<file path="src/rtl/axi_irq_ctrl_pkg.sv">
// axi_irq_ctrl_pkg: register offsets, response codes and FSM state types for axi_irq_ctrl
package axi_irq_ctrl_pkg;
  localparam logic [31:0] OFF_ISR = 32'h00;
  localparam logic [31:0] OFF_IER = 32'h04;
  localparam logic [31:0] OFF_IAR = 32'h08;
  localparam logic [31:0] OFF_MER = 32'h0C;
  localparam logic [31:0] OFF_IPR = 32'h10;
  localparam logic [1:0] RESP_OKAY = 2'b00;
  localparam logic [1:0] RESP_SLVERR = 2'b10;
  typedef enum logic {W_IDLE, W_RESP} wr_state_t;
  typedef enum logic {R_IDLE, R_DATA} rd_state_t;
  function automatic logic addr_err(input logic [31:0] off);
    return (off[1:0] != 2'b00) || (off > OFF_IPR);
  endfunction
endpackage

</file>
<file path="src/rtl/axi_irq_ctrl_if.sv">
// axi_irq_ctrl_if: AXI4-Lite bus bundle; master drives addresses/data/valids, slave drives readies/responses
interface axi_irq_ctrl_if #(parameter int ADDR_W = 5);
  logic [ADDR_W-1:0] awaddr;
  logic [2:0] awprot;
  logic awvalid;
  logic awready;
  logic [31:0] wdata;
  logic [3:0] wstrb;
  logic wvalid;
  logic wready;
  logic [1:0] bresp;
  logic bvalid;
  logic bready;
  logic [ADDR_W-1:0] araddr;
  logic [2:0] arprot;
  logic arvalid;
  logic arready;
  logic [31:0] rdata;
  logic [1:0] rresp;
  logic rvalid;
  logic rready;
  modport slave (
    input awaddr, awprot, awvalid, wdata, wstrb, wvalid, bready, araddr, arprot, arvalid, rready,
    output awready, wready, bresp, bvalid, arready, rdata, rresp, rvalid
  );
  modport master (
    output awaddr, awprot, awvalid, wdata, wstrb, wvalid, bready, araddr, arprot, arvalid, rready,
    input awready, wready, bresp, bvalid, arready, rdata, rresp, rvalid
  );
endinterface

</file>
<file path="src/rtl/axi_irq_ctrl_axil_slave_if.sv">
// axil_slave_if: AXI4-Lite write/read handshake FSMs presenting a simple register access port
//   s_axi_aclk/s_axi_aresetn : clock, async active-low reset
//   s_axi                    : AXI4-Lite slave modport
//   o_wr_*                   : one-cycle write strobe with address/data/byte strobes; i_wr_err selects SLVERR
//   o_rd_*/i_rd_data         : one-cycle read strobe with address; data/i_rd_err latched into R channel
module axil_slave_if import axi_irq_ctrl_pkg::*; #(
  parameter int ADDR_W = 5
) (
  input  logic              s_axi_aclk,
  input  logic              s_axi_aresetn,
  axi_irq_ctrl_if.slave     s_axi,
  output logic              o_wr_en,
  output logic [ADDR_W-1:0] o_wr_addr,
  output logic [31:0]       o_wr_data,
  output logic [3:0]        o_wr_strb,
  input  logic              i_wr_err,
  output logic              o_rd_en,
  output logic [ADDR_W-1:0] o_rd_addr,
  input  logic [31:0]       i_rd_data,
  input  logic              i_rd_err
);
  wr_state_t r_wst, w_wst_nxt;
  rd_state_t r_rst, w_rst_nxt;
  logic [1:0] r_bresp, r_rresp;
  logic [31:0] r_rdata;
  logic w_unused;
  assign w_unused = ^{s_axi.awprot, s_axi.arprot};
  always_ff @(posedge s_axi_aclk or negedge s_axi_aresetn) begin
    if (!s_axi_aresetn) begin
      r_wst <= W_IDLE;
      r_rst <= R_IDLE;
    end else begin
      r_wst <= w_wst_nxt;
      r_rst <= w_rst_nxt;
    end
  end
  // AW and W are accepted together only; a lone channel simply waits
  always_comb begin
    o_wr_en = (r_wst == W_IDLE) && s_axi.awvalid && s_axi.wvalid;
    o_rd_en = (r_rst == R_IDLE) && s_axi.arvalid;
    w_wst_nxt = o_wr_en ? W_RESP : (r_wst == W_RESP && s_axi.bready) ? W_IDLE : r_wst;
    w_rst_nxt = o_rd_en ? R_DATA : (r_rst == R_DATA && s_axi.rready) ? R_IDLE : r_rst;
  end
  always_ff @(posedge s_axi_aclk or negedge s_axi_aresetn) begin
    if (!s_axi_aresetn) begin
      r_bresp <= RESP_OKAY;
      r_rresp <= RESP_OKAY;
      r_rdata <= '0;
    end else begin
      if (o_wr_en) r_bresp <= i_wr_err ? RESP_SLVERR : RESP_OKAY;
      if (o_rd_en) begin
        r_rresp <= i_rd_err ? RESP_SLVERR : RESP_OKAY;
        r_rdata <= i_rd_err ? '0 : i_rd_data;
      end
    end
  end
  assign o_wr_addr = s_axi.awaddr;
  assign o_wr_data = s_axi.wdata;
  assign o_wr_strb = s_axi.wstrb;
  assign o_rd_addr = s_axi.araddr;
  assign s_axi.awready = o_wr_en;
  assign s_axi.wready = o_wr_en;
  assign s_axi.bvalid = (r_wst == W_RESP);
  assign s_axi.bresp = r_bresp;
  assign s_axi.arready = o_rd_en;
  assign s_axi.rvalid = (r_rst == R_DATA);
  assign s_axi.rresp = r_rresp;
  assign s_axi.rdata = r_rdata;
endmodule

</file>
<file path="src/rtl/axi_irq_ctrl.sv">
// axi_irq_ctrl: AXI4-Lite interrupt controller latching source edges into ISR and driving one CPU irq
//   s_axi_aclk/s_axi_aresetn : clock, async active-low reset
//   irq_in[N_IRQ]            : active-high sources, synchronous to s_axi_aclk
//   irq                      : registered CPU interrupt
//   s_axi                    : AXI4-Lite slave (ISR 0x00, IER 0x04, IAR 0x08, MER 0x0C, IPR 0x10)
module axi_irq_ctrl import axi_irq_ctrl_pkg::*; #(
  parameter int N_IRQ = 4,
  parameter int ADDR_W = 5
) (
  input  logic             s_axi_aclk,
  input  logic             s_axi_aresetn,
  input  logic [N_IRQ-1:0] irq_in,
  output logic             irq,
  axi_irq_ctrl_if.slave    s_axi
);
  logic w_wr_en, w_rd_en, w_wr_err, w_rd_err, w_wr_ok;
  logic [ADDR_W-1:0] w_wr_addr, w_rd_addr;
  logic [3:0] w_wr_strb;
  logic [31:0] w_wr_data, w_rd_data, w_wr_off, w_rd_off, w_wmask, w_wval;
  logic [N_IRQ-1:0] r_irq_q, r_isr, r_ier, w_edge, w_clr;
  logic r_mer, r_irq;
  axil_slave_if #(.ADDR_W(ADDR_W)) u_slv (
    .s_axi_aclk    (s_axi_aclk),
    .s_axi_aresetn (s_axi_aresetn),
    .s_axi         (s_axi),
    .o_wr_en       (w_wr_en),
    .o_wr_addr     (w_wr_addr),
    .o_wr_data     (w_wr_data),
    .o_wr_strb     (w_wr_strb),
    .i_wr_err      (w_wr_err),
    .o_rd_en       (w_rd_en),
    .o_rd_addr     (w_rd_addr),
    .i_rd_data     (w_rd_data),
    .i_rd_err      (w_rd_err)
  );
  always_comb begin
    w_wr_off = 32'(w_wr_addr);
    w_rd_off = 32'(w_rd_addr);
    w_wr_err = addr_err(w_wr_off);
    w_rd_err = addr_err(w_rd_off);
    w_wr_ok = w_wr_en && !w_wr_err;
    w_wmask = {{8{w_wr_strb[3]}}, {8{w_wr_strb[2]}}, {8{w_wr_strb[1]}}, {8{w_wr_strb[0]}}};
    w_wval = w_wr_data & w_wmask;
    w_edge = irq_in & ~r_irq_q;
    w_clr = (w_wr_ok && w_wr_off == OFF_IAR) ? N_IRQ'(w_wval) : '0;
    // read mux sees pre-update register state; w_rd_en is only used as a qualifier by the slave
    w_rd_data = (w_rd_off == OFF_ISR) ? 32'(r_isr) :
                (w_rd_off == OFF_IER) ? 32'(r_ier) :
                (w_rd_off == OFF_MER) ? {31'b0, r_mer} :
                (w_rd_off == OFF_IPR) ? 32'(r_isr & r_ier) : 32'b0;
  end
  always_ff @(posedge s_axi_aclk or negedge s_axi_aresetn) begin
    if (!s_axi_aresetn) begin
      r_irq_q <= '0;
      r_isr <= '0;
      r_ier <= '0;
      r_mer <= 1'b0;
      r_irq <= 1'b0;
    end else begin
      r_irq_q <= irq_in;
      // a fresh edge on the same bit overrides a concurrent acknowledge
      r_isr <= (r_isr & ~w_clr) | w_edge;
      if (w_wr_ok && w_wr_off == OFF_IER) r_ier <= N_IRQ'((32'(r_ier) & ~w_wmask) | w_wval);
      if (w_wr_ok && w_wr_off == OFF_MER && w_wr_strb[0]) r_mer <= w_wr_data[0];
      r_irq <= r_mer & |(r_isr & r_ier);
    end
  end
  assign irq = r_irq;
endmodule
</file>
<file path="src/flat_wrapper.sv">
// flat-port wrapper written by rule: the top's interface ports become plain ports
module axi_irq_ctrl_flat import axi_irq_ctrl_pkg::*;
#(
  parameter int N_IRQ = 4,
  parameter int ADDR_W = 5
)
  (s_axi_aclk, s_axi_aresetn, irq_in, irq, s_axi_awaddr, s_axi_awprot, s_axi_awvalid, s_axi_wdata, s_axi_wstrb, s_axi_wvalid, s_axi_bready, s_axi_araddr, s_axi_arprot, s_axi_arvalid, s_axi_rready, s_axi_awready, s_axi_wready, s_axi_bresp, s_axi_bvalid, s_axi_arready, s_axi_rdata, s_axi_rresp, s_axi_rvalid);
  axi_irq_ctrl_if #(.ADDR_W(ADDR_W)) s_axi_i ();
  input  logic s_axi_aclk;
  input  logic s_axi_aresetn;
  input  logic [N_IRQ-1:0] irq_in;
  output logic irq;
  input wire logic [$bits(s_axi_i.awaddr)-1:0] s_axi_awaddr;
  input wire logic [$bits(s_axi_i.awprot)-1:0] s_axi_awprot;
  input wire logic [$bits(s_axi_i.awvalid)-1:0] s_axi_awvalid;
  input wire logic [$bits(s_axi_i.wdata)-1:0] s_axi_wdata;
  input wire logic [$bits(s_axi_i.wstrb)-1:0] s_axi_wstrb;
  input wire logic [$bits(s_axi_i.wvalid)-1:0] s_axi_wvalid;
  input wire logic [$bits(s_axi_i.bready)-1:0] s_axi_bready;
  input wire logic [$bits(s_axi_i.araddr)-1:0] s_axi_araddr;
  input wire logic [$bits(s_axi_i.arprot)-1:0] s_axi_arprot;
  input wire logic [$bits(s_axi_i.arvalid)-1:0] s_axi_arvalid;
  input wire logic [$bits(s_axi_i.rready)-1:0] s_axi_rready;
  output wire logic [$bits(s_axi_i.awready)-1:0] s_axi_awready;
  output wire logic [$bits(s_axi_i.wready)-1:0] s_axi_wready;
  output wire logic [$bits(s_axi_i.bresp)-1:0] s_axi_bresp;
  output wire logic [$bits(s_axi_i.bvalid)-1:0] s_axi_bvalid;
  output wire logic [$bits(s_axi_i.arready)-1:0] s_axi_arready;
  output wire logic [$bits(s_axi_i.rdata)-1:0] s_axi_rdata;
  output wire logic [$bits(s_axi_i.rresp)-1:0] s_axi_rresp;
  output wire logic [$bits(s_axi_i.rvalid)-1:0] s_axi_rvalid;
  assign s_axi_i.awaddr = s_axi_awaddr;
  assign s_axi_i.awprot = s_axi_awprot;
  assign s_axi_i.awvalid = s_axi_awvalid;
  assign s_axi_i.wdata = s_axi_wdata;
  assign s_axi_i.wstrb = s_axi_wstrb;
  assign s_axi_i.wvalid = s_axi_wvalid;
  assign s_axi_i.bready = s_axi_bready;
  assign s_axi_i.araddr = s_axi_araddr;
  assign s_axi_i.arprot = s_axi_arprot;
  assign s_axi_i.arvalid = s_axi_arvalid;
  assign s_axi_i.rready = s_axi_rready;
  assign s_axi_awready = s_axi_i.awready;
  assign s_axi_wready = s_axi_i.wready;
  assign s_axi_bresp = s_axi_i.bresp;
  assign s_axi_bvalid = s_axi_i.bvalid;
  assign s_axi_arready = s_axi_i.arready;
  assign s_axi_rdata = s_axi_i.rdata;
  assign s_axi_rresp = s_axi_i.rresp;
  assign s_axi_rvalid = s_axi_i.rvalid;
  axi_irq_ctrl #(.N_IRQ(N_IRQ), .ADDR_W(ADDR_W)) u_core (.s_axi_aclk(s_axi_aclk), .s_axi_aresetn(s_axi_aresetn), .irq_in(irq_in), .irq(irq), .s_axi(s_axi_i));
endmodule
</file>
<file path="config.mk">
export PLATFORM = sky130hd
export DESIGN_NAME = axi_irq_ctrl_flat
export DESIGN_NICKNAME = d
export VERILOG_FILES = /design/src/rtl/axi_irq_ctrl_pkg.sv /design/src/rtl/axi_irq_ctrl_if.sv /design/src/rtl/axi_irq_ctrl_axil_slave_if.sv /design/src/rtl/axi_irq_ctrl.sv /design/src/flat_wrapper.sv
export SDC_FILE = /design/constraint.sdc
export NUM_CORES = 1
export LEC_CHECK = 0
export CORE_ASPECT_RATIO = 1.5
export CORE_MARGIN = 4
export CORE_UTILIZATION = 46
export DETAILED_ROUTE_END_ITERATION = 12
export PLACE_DENSITY = 0.85
export REMOVE_ABC_BUFFERS = 1
export SLEW_MARGIN = 20
export SYNTH_ARGS = -nofsm -noshare
export SYNTH_HDL_FRONTEND = slang
export SYNTH_HIERARCHICAL = 1
export SYNTH_SLANG_ARGS = --single-unit
</file>
<file path="constraint.sdc">
create_clock -name s_axi_aclk -period 1.9 [get_ports s_axi_aclk]
set_input_delay 0.38 -clock s_axi_aclk [delete_from_list [all_inputs] [get_ports s_axi_aclk]]
set_output_delay 0.38 -clock s_axi_aclk [all_outputs]
set_load 0.02 [all_outputs]
</file>
==> flow_summary.ini, run 1 <==
[status]
status = finished clean

[grt]
track_usage = 0.139
grt_pass1_wl_mm = 7.73
grt_max_degree = 33
overflow = 0
grt_pass1_vias = 1656
grt_antenna_before_repair = 0

[worst_setup_path]
crit_fanout = 3
regToRegSetupSlack_ps = 320
cp_top_family = buffers and inverters
crit_slowest_cell = clkdlybuf4s50_1
rr_worst_depth = 5
cp_num_buf_inv = 3
worst_setup_path_start_kind = primary input
max_stage_delay_ps = 460
critPathRequiredTime_ps = 1520
critPathArrivalTime_ps = 1360
crit_start = s_axi_wvalid
setup.worst_path.end_class = output pin
cp_cell_sequence = clkdlybuf4s50_1 > nand3b_1 > inv_1 > dlygate4sd2_1
path_class = primary input to output pin
r2r_end = u_core/r_isr[3]$_DFF_PN0_
timing.rr.start = u_core/u_slv/s_axi.bvalid$_DFFE_PN0P_

[timing]
grt_setup_unrepaired = no
fin_hold_ws_ps = 21.3
period_share = 0.918
drv_slew = 0
setup_slack_ps = 156
max_freq_mhz = 573
fin_crit_ps = 1740
setup_viol = 0
clock_skew_ps = 8.22
tns_ps = 0
hold_viol_final = 0

[placed_design]
place_area_sq_um = 3300
portBuffers = 65
dp_cells = 348
pre_cts_ws_ps = -124
dp.final_hpwl_mm = 3.46
gp_congestion = 0.819

[power]
p_seq_frac = 0.474
irDropWorstVdd_v = 0.000447
design_power_total_mw = 2.52
p_leak_nw = 1.63
power.density_nw_per_um2 = 740
power_frac_comb = 0.228
clkPwrFrac = 0.298
p_int_mw = 1.89
power.share.switching = 0.251
p_switching_mw = 0.634

[routing]
via_per_inst = 4.62
vias = 1641
post_drt_wl_per_cell_microns = 13.0
drt_pass1_iterations = 4
drc = 0
drt-initial-drc-count = 91
ant_nets = 0
wirelength_mm = 4.60

[final_layout]
final_cells = 355
drive_gt1_frac = 0.214
nNetsFinal = 348
syn_to_final_growth_pct = 31.4
utilization = 0.625
stdcell_area_sq_um = 3410
n_antenna_cell = 0

[clock_network]
cts_sinks = 50
holdBufCountCts = 0
cts_inserted_buffers = 5
htree_levels = 2
worstSkewPairLatency_ps = 300
cts_tree = built
cts-root-buf = clkbuf_8
path_clk_slew_ps = 80
clockBufferDepth = 2

[job]
cap_violations = 0

[floorplanning]
die_w_microns = 69.3
start_util = 0.476
num_io_pins = 105
die_y_microns = 99.9
coreArea_sq_um = 5450
rows = 33
die_area_sq_um = 6930

[logic_synthesis]
syn_inst = 202
avgSynthCellArea_sq_um = 12.8
syn_area_sq_um = 2590
ys_warn_count = 6

[hold_path]
hold_path_class = primary input to async pin
[layer usage]
| layer | wire [microns] | up-vias | track usage | part of all wire |
|---|---|---|---|---|
| met3 | 303 | 7 | 0.0351 | 0.066 |
| met2 | 2370 | 56 | 0.253 | 0.51 |
| met4 | 70 | 0 | 0.0496 | 0.015 |
| li1 | - | 794 | - | - |
| met5 | 0 | - | 0 | 0 |
| met1 | 1860 | 784 | 0.158 | 0.40 |
[sequential cells by signal, summed over array words and instances, names as in the netlist, named ones only]
register                   cells
u_core/irq                     1
u_core/u_slv/s_axi.bvalid      1
u_core/u_slv/s_axi.bresp       1
u_core/r_isr                   4
u_core/u_slv/s_axi.rresp       1
u_core/r_mer                   1
u_core/r_irq_q                 4
u_core/u_slv/s_axi.rdata      32
u_core/u_slv/s_axi.rvalid      1
[area by class of cell]
type	count	area (sq um)
clock inverters	1	30.0
well taps	70	87.6
clock buffers	6	82.6
flip-flops and latches	50	1250
fillers	458	2040
multi-input cells	146	1190
repair buffers	75	741
inverters	7	26.3
[worst max-delay path by stage]
stage / endpoint / slack (ps) / cells after the start
2_1_floorplan: u_core/u_slv/s_axi.rresp[1]$_DFFE_PN0P_ / -620 / 2
3_3_place_gp: u_core/u_slv/s_axi.rdata[0]$_DFFE_PN0P_ / -120 / 6
3_5_place_dp: s_axi_awready / -120 / 4
4_1_cts: s_axi_rvalid / 150 / 1
5_1_grt: u_core/u_slv/s_axi.rdata[0]$_DFFE_PN0P_ / 90 / 6
6_report: s_axi_awready / 160 / 4
[power groups by stage]
stage / Combinational, mW / Sequential (mW) / Clock (mW)
6_report: 0.575 / 1.19 / 0.751
5_1_grt: 0.614 / 1.21 / 0.827
4_1_cts: 0.581 / 1.20 / 0.783
3_5_place_dp: 0.582 / 1.22 / 0
3_3_place_gp: 0.572 / 1.21 / 0
2_1_floorplan: 0.215 / 1.29 / 0
[cells in the final DEF, fill, tap and decap left out, drive strengths merged]
cell	count
nand3b	4
bufinv	1
a221o	4
clkbuf	6
nand2	6
a31oi	1
inv	7
a22oi	1
and2b	21
buf	12
nand4b	2
mux2	39
nor2	4
dfrtp	50
a21oi	3
or3	1
and3b	1
nor2b	18
mux2i	1
or4b	1
dlygate4sd2	2
clkdlybuf4s50	61
o21ai	3
conb	30
or2b	2
nand3	1
a311oi	1
o22a	1
nand4	1
[timing repair]
action,in CTS,in global routing
gates resized for setup,2,0
setup endpoints to repair,2,0
buffers inserted,0,0
(Power assumes the default switching activity.)
==> run 2: changes to the inputs <==
- REMOVE_ABC_BUFFERS: 1 -> not set
==> flow_summary.ini, run 2 (synthesis gave the netlist of run 1 again) <==
[final_layout]
utilization = 0.625
nNetsFinal = 351
syn_to_final_growth_pct = 31.5
mostFrequentLayoutCell = clkdlybuf4s50_1
drive_gt1_frac = 0.218
largest_reg_flops = 32
final_cell_mix = clkdlybuf4s50_1 (61), dfrtp_1 (50), conb_1 (30)
n_antenna_cell = 0

[worst_setup_path]
rr_worst_depth = 5
path_class = primary input to output pin
regToRegSetupSlack_ps = 320
max_stage_delay_ps = 470
crit_fanout = 2
crit_slowest_cell = clkdlybuf4s50_1
path_depth = 3
worst_setup_path_start_kind = primary input
critPathRequiredTime_ps = 1520
critPathArrivalTime_ps = 1360
timing.rr.start = u_core/u_slv/s_axi.bvalid$_DFFE_PN0P_
cp_num_buf_inv = 2
setup.worst_path.end_class = output pin
cp_cell_sequence = clkdlybuf4s50_1 > nor2b_4 > dlygate4sd2_1
cp_top_family = buffers and inverters

[clock_network]
cts-root-buf = clkbuf_8
post_cts.repair.setup_buffers = 0
clockBufferDepth = 2
cts_sinks = 50
htree_levels = 2
path_clk_slew_ps = 100
cts_inserted_buffers = 5
worstSkewPairLatency_ps = 310
cts_tree = built

[floorplanning]
num_io_pins = 105
die_w_microns = 69.3
die_area_sq_um = 6930
die_y_microns = 99.9
start_util = 0.476
coreArea_sq_um = 5450
rows = 33

[grt]
track_usage = 0.142
grt_pass1_vias = 1664
grt_antenna_before_repair = 0
overflow = 0
grt_max_degree = 20
grt_pass1_wl_mm = 7.80

[routing]
ant_nets = 0
drt-initial-drc-count = 52
via_per_inst = 4.64
vias = 1664
drc = 0
wirelength_mm = 4.93
post_drt_wl_per_cell_microns = 13.7
drt_pass1_iterations = 4

[timing]
period_share = 0.915
grt_setup_unrepaired = no
hold_viol_final = 0
clock_skew_ps = 14.9
drv_slew = 0
fin_crit_ps = 1740
tns_ps = 0
max_freq_mhz = 575
setup_viol = 0
fin_hold_ws_ps = 498

[hold_path]
hold_path_class = primary input to async pin

[power]
power.density_nw_per_um2 = 742
p_leak_nw = 1.64
irDropWorstVdd_v = 0.000536

[job]
cap_violations = 0

[placed_design]
gp_congestion = 0.867
portBuffers = 65
dp.final_hpwl_mm = 3.70

[status]
status = finished clean
==> run 2: repair_timing <==
action / in CTS / in global routing
endpoints found under the hold margin: 13 / 0
gates resized for setup: 3 / 0
hold buffers: 1 / 0
endpoints found under the setup margin: 3 / 0
==> run 2: worst max-delay path by stage <==
stage	startpoint	to	slack, ps
2_1_floorplan	s_axi_araddr[4]	u_core/u_slv/s_axi.rdata[0]$_DFFE_PN0P_	260
3_3_place_gp	s_axi_araddr[4]	u_core/u_slv/s_axi.rdata[0]$_DFFE_PN0P_	-140
3_5_place_dp	s_axi_araddr[4]	u_core/u_slv/s_axi.rdata[0]$_DFFE_PN0P_	-140
4_1_cts	s_axi_arvalid	s_axi_arready	130
5_1_grt	s_axi_araddr[4]	u_core/u_slv/s_axi.rdata[0]$_DFFE_PN0P_	110
6_report	s_axi_arvalid	s_axi_arready	160
==> run 2: cell type report <==
cell class / count / area [sq um]
clock buffer: 5 / 68.8
clock inverter: 3 / 43.8
fill: 445 / 2040
inverter: 7 / 26.3
multi-input combinational: 146 / 1190
sequential: 50 / 1250
tap: 70 / 87.6
timing repair buffer: 78 / 742
==> run 2: per-layer routing <==
metal  wire (microns)  GRT usage  share of wire
met5                0          0              0
met1             1970      0.155           0.40
met3              260     0.0321          0.053
met4               46     0.0451         0.0093
met2             2650      0.268           0.54
==> run 2: worst reg2reg max path, cell delays in order (launching register included) <==
cell and delay, ps:
dfrtp_1 400, nand3b_1 180, inv_1 90, and3b_1 200
nand4b_1 250, mux2_2 350
==> run 2: through the flow <==
stage	power [mW]	setup WS (ps)	instance area, sq um	cells
after floorplan	1.57	257	2700	230
after global placement	1.78	-142	3290	350
after detailed placement	1.80	-136	3290	350
after CTS	2.56	135	3410	359
after global routing	2.64	106	3410	359
final	2.53	162	3410	359
==> run 2: report_power, final <==
part           switching [mW]  total, mW  internal, mW  leakage [nW]
clock network           0.365      0.760         0.395        0.0585
registers              0.0512       1.19          1.14         0.646
logic                   0.257      0.576         0.319         0.932
==> run 3: changes to the inputs <==
- SLEW_MARGIN: 20 -> 10
- clock period: 1.9 -> 1.95 ns (I/O delays scaled with it)
==> flow_summary.ini, run 3 (synthesis gave the netlist of run 1 again) <==
[status]
status = finished clean

[power]
power.density_nw_per_um2 = 724
p_leak_nw = 1.63
design_power_total_mw = 2.47
irDropWorstVdd_v = 0.000488

[clock_network]
cts-root-buf = clkbuf_8
worstSkewPairLatency_ps = 300
cts_resized = 3
cts_tree = built
htree_levels = 2
holdBufCountCts = 0
cts_sinks = 50
clockBufferDepth = 2
post_cts.repair.setup_buffers = 0
cts_inserted_buffers = 5
path_clk_slew_ps = 100

[routing]
ant_nets = 0
vias = 1658
drt_pass1_iterations = 3
wirelength_mm = 4.70
post_drt_wl_per_cell_microns = 13.2
via_per_inst = 4.64
drt-initial-drc-count = 38
drc = 0

[final_layout]
utilization = 0.625
final_cell_mix = clkdlybuf4s50_1 (61), dfrtp_1 (50), conb_1 (30)
mostFrequentLayoutCell = clkdlybuf4s50_1
nNetsFinal = 349
fill_cells = 450
syn_to_final_growth_pct = 31.5
drive_gt1_frac = 0.216
n_antenna_cell = 0
largest_reg_flops = 32

[grt]
grt_pass1_wl_mm = 7.82
grt_use_met1 = 0.155
track_usage = 0.141
grtUsageMet3 = 0.0301
overflow = 0
grt_max_degree = 30
grt_pass1_vias = 1729
gr-max-usage-layer = met2
grt_antenna_before_repair = 0
grt_use_met2 = 0.267

[worst_setup_path]
critPathArrivalTime_ps = 1380
regToRegSetupSlack_ps = 360
r2r_end = u_core/r_isr[1]$_DFF_PN0_
setup.worst_path.end_class = output pin
path_class = primary input to output pin
critPathRequiredTime_ps = 1560
timing.rr.start = u_core/u_slv/s_axi.bvalid$_DFFE_PN0P_
worst_setup_path_start_kind = primary input
rr_worst_depth = 5
crit_fanout = 2

[placed_design]
portBuffers = 65
gp_congestion = 0.848
dp.final_hpwl_mm = 3.57

[hold_path]
hold_path_class = primary input to async pin

[timing]
drv_slew = 0
setup_viol = 0
relSlewSlack = 0.642
clock_skew_ps = 12.0
grt_setup_unrepaired = no
tns_ps = 0
period_share = 0.909
hold_viol_final = 0
worst_pin_slew_ps = 537
fin_crit_ps = 1770
max_freq_mhz = 564

[floorplanning]
coreArea_sq_um = 5450
die_w_microns = 69.3
die_area_sq_um = 6930
rows = 33
start_util = 0.476
num_io_pins = 105
die_y_microns = 99.9

[job]
cap_violations = 0
==> run 3: cell count changes in the layout (fill, tap and decap cells not counted) <==
| cell | previous run | this run |
|---|---|---|
| clkinv_2 | 1 | 0 |
| buf_12 | 0 | 1 |
| buf_4 | 12 | 10 |
| dlygate4sd3_1 | 1 | 0 |
| inv_8 | 0 | 1 |
| clkinvlp_4 | 0 | 1 |
| inv_6 | 1 | 0 |
==> run 3: routing by layer <==
layer	up-vias	wire, microns
met3	5	215
met1	809	1890
met2	44	2530
met4	0	63
li1	800	-
met5	-	0
==> run 3: per-stage QoR <==
step	cell area, sq um	cells	setup slack (ps)	hold WS, ps
final	3410	357	177	55.2
after global routing	3410	357	138	83.9
after CTS	3410	357	166	58.9
after detailed placement	3290	349	-125	399
after global placement	3290	349	-114	395
after floorplan	2700	230	297	94.4
==> run 3: how the worst max path moves through the flow <==
| stage | start | endpoint | slack (ps) |
|---|---|---|---|
| floorplan | s_axi_araddr[4] | u_core/u_slv/s_axi.rdata[0]$_DFFE_PN0P_ | 300 |
| global placement | s_axi_araddr[4] | u_core/u_slv/s_axi.rdata[0]$_DFFE_PN0P_ | -110 |
| detailed placement | s_axi_araddr[4] | u_core/u_slv/s_axi.rdata[0]$_DFFE_PN0P_ | -130 |
| CTS | s_axi_arvalid | s_axi_arready | 170 |
| global route | s_axi_arvalid | s_axi_arready | 140 |
| finish | s_axi_arvalid | s_axi_arready | 180 |
==> run 3: critical path, cell delays in order <==
cell	delay, ps
clkdlybuf4s50_1	480
nor2b_4	170
dlygate4sd2_1	340
==> run 3: report_power, final <==
part	total, mW	internal, mW	switching [mW]	leakage (nW)
logic	0.559	0.311	0.248	0.928
registers	1.16	1.11	0.0499	0.646
clock network	0.746	0.391	0.355	0.0563
total	2.47	1.82	0.653	1.63
==> run 3: cell type report <==
cell class / instances / area, sq um / area share
multi-input cells: 146 / 1190 / 0.349
clock inverters: 3 / 48.8 / 0.0143
flip-flops and latches: 50 / 1250 / 0.367
inverters: 7 / 26.3 / 0.00771
well taps: 70 / 87.6 / 0.0257
repair buffers: 76 / 737 / 0.216
clock buffers: 5 / 68.8 / 0.0202
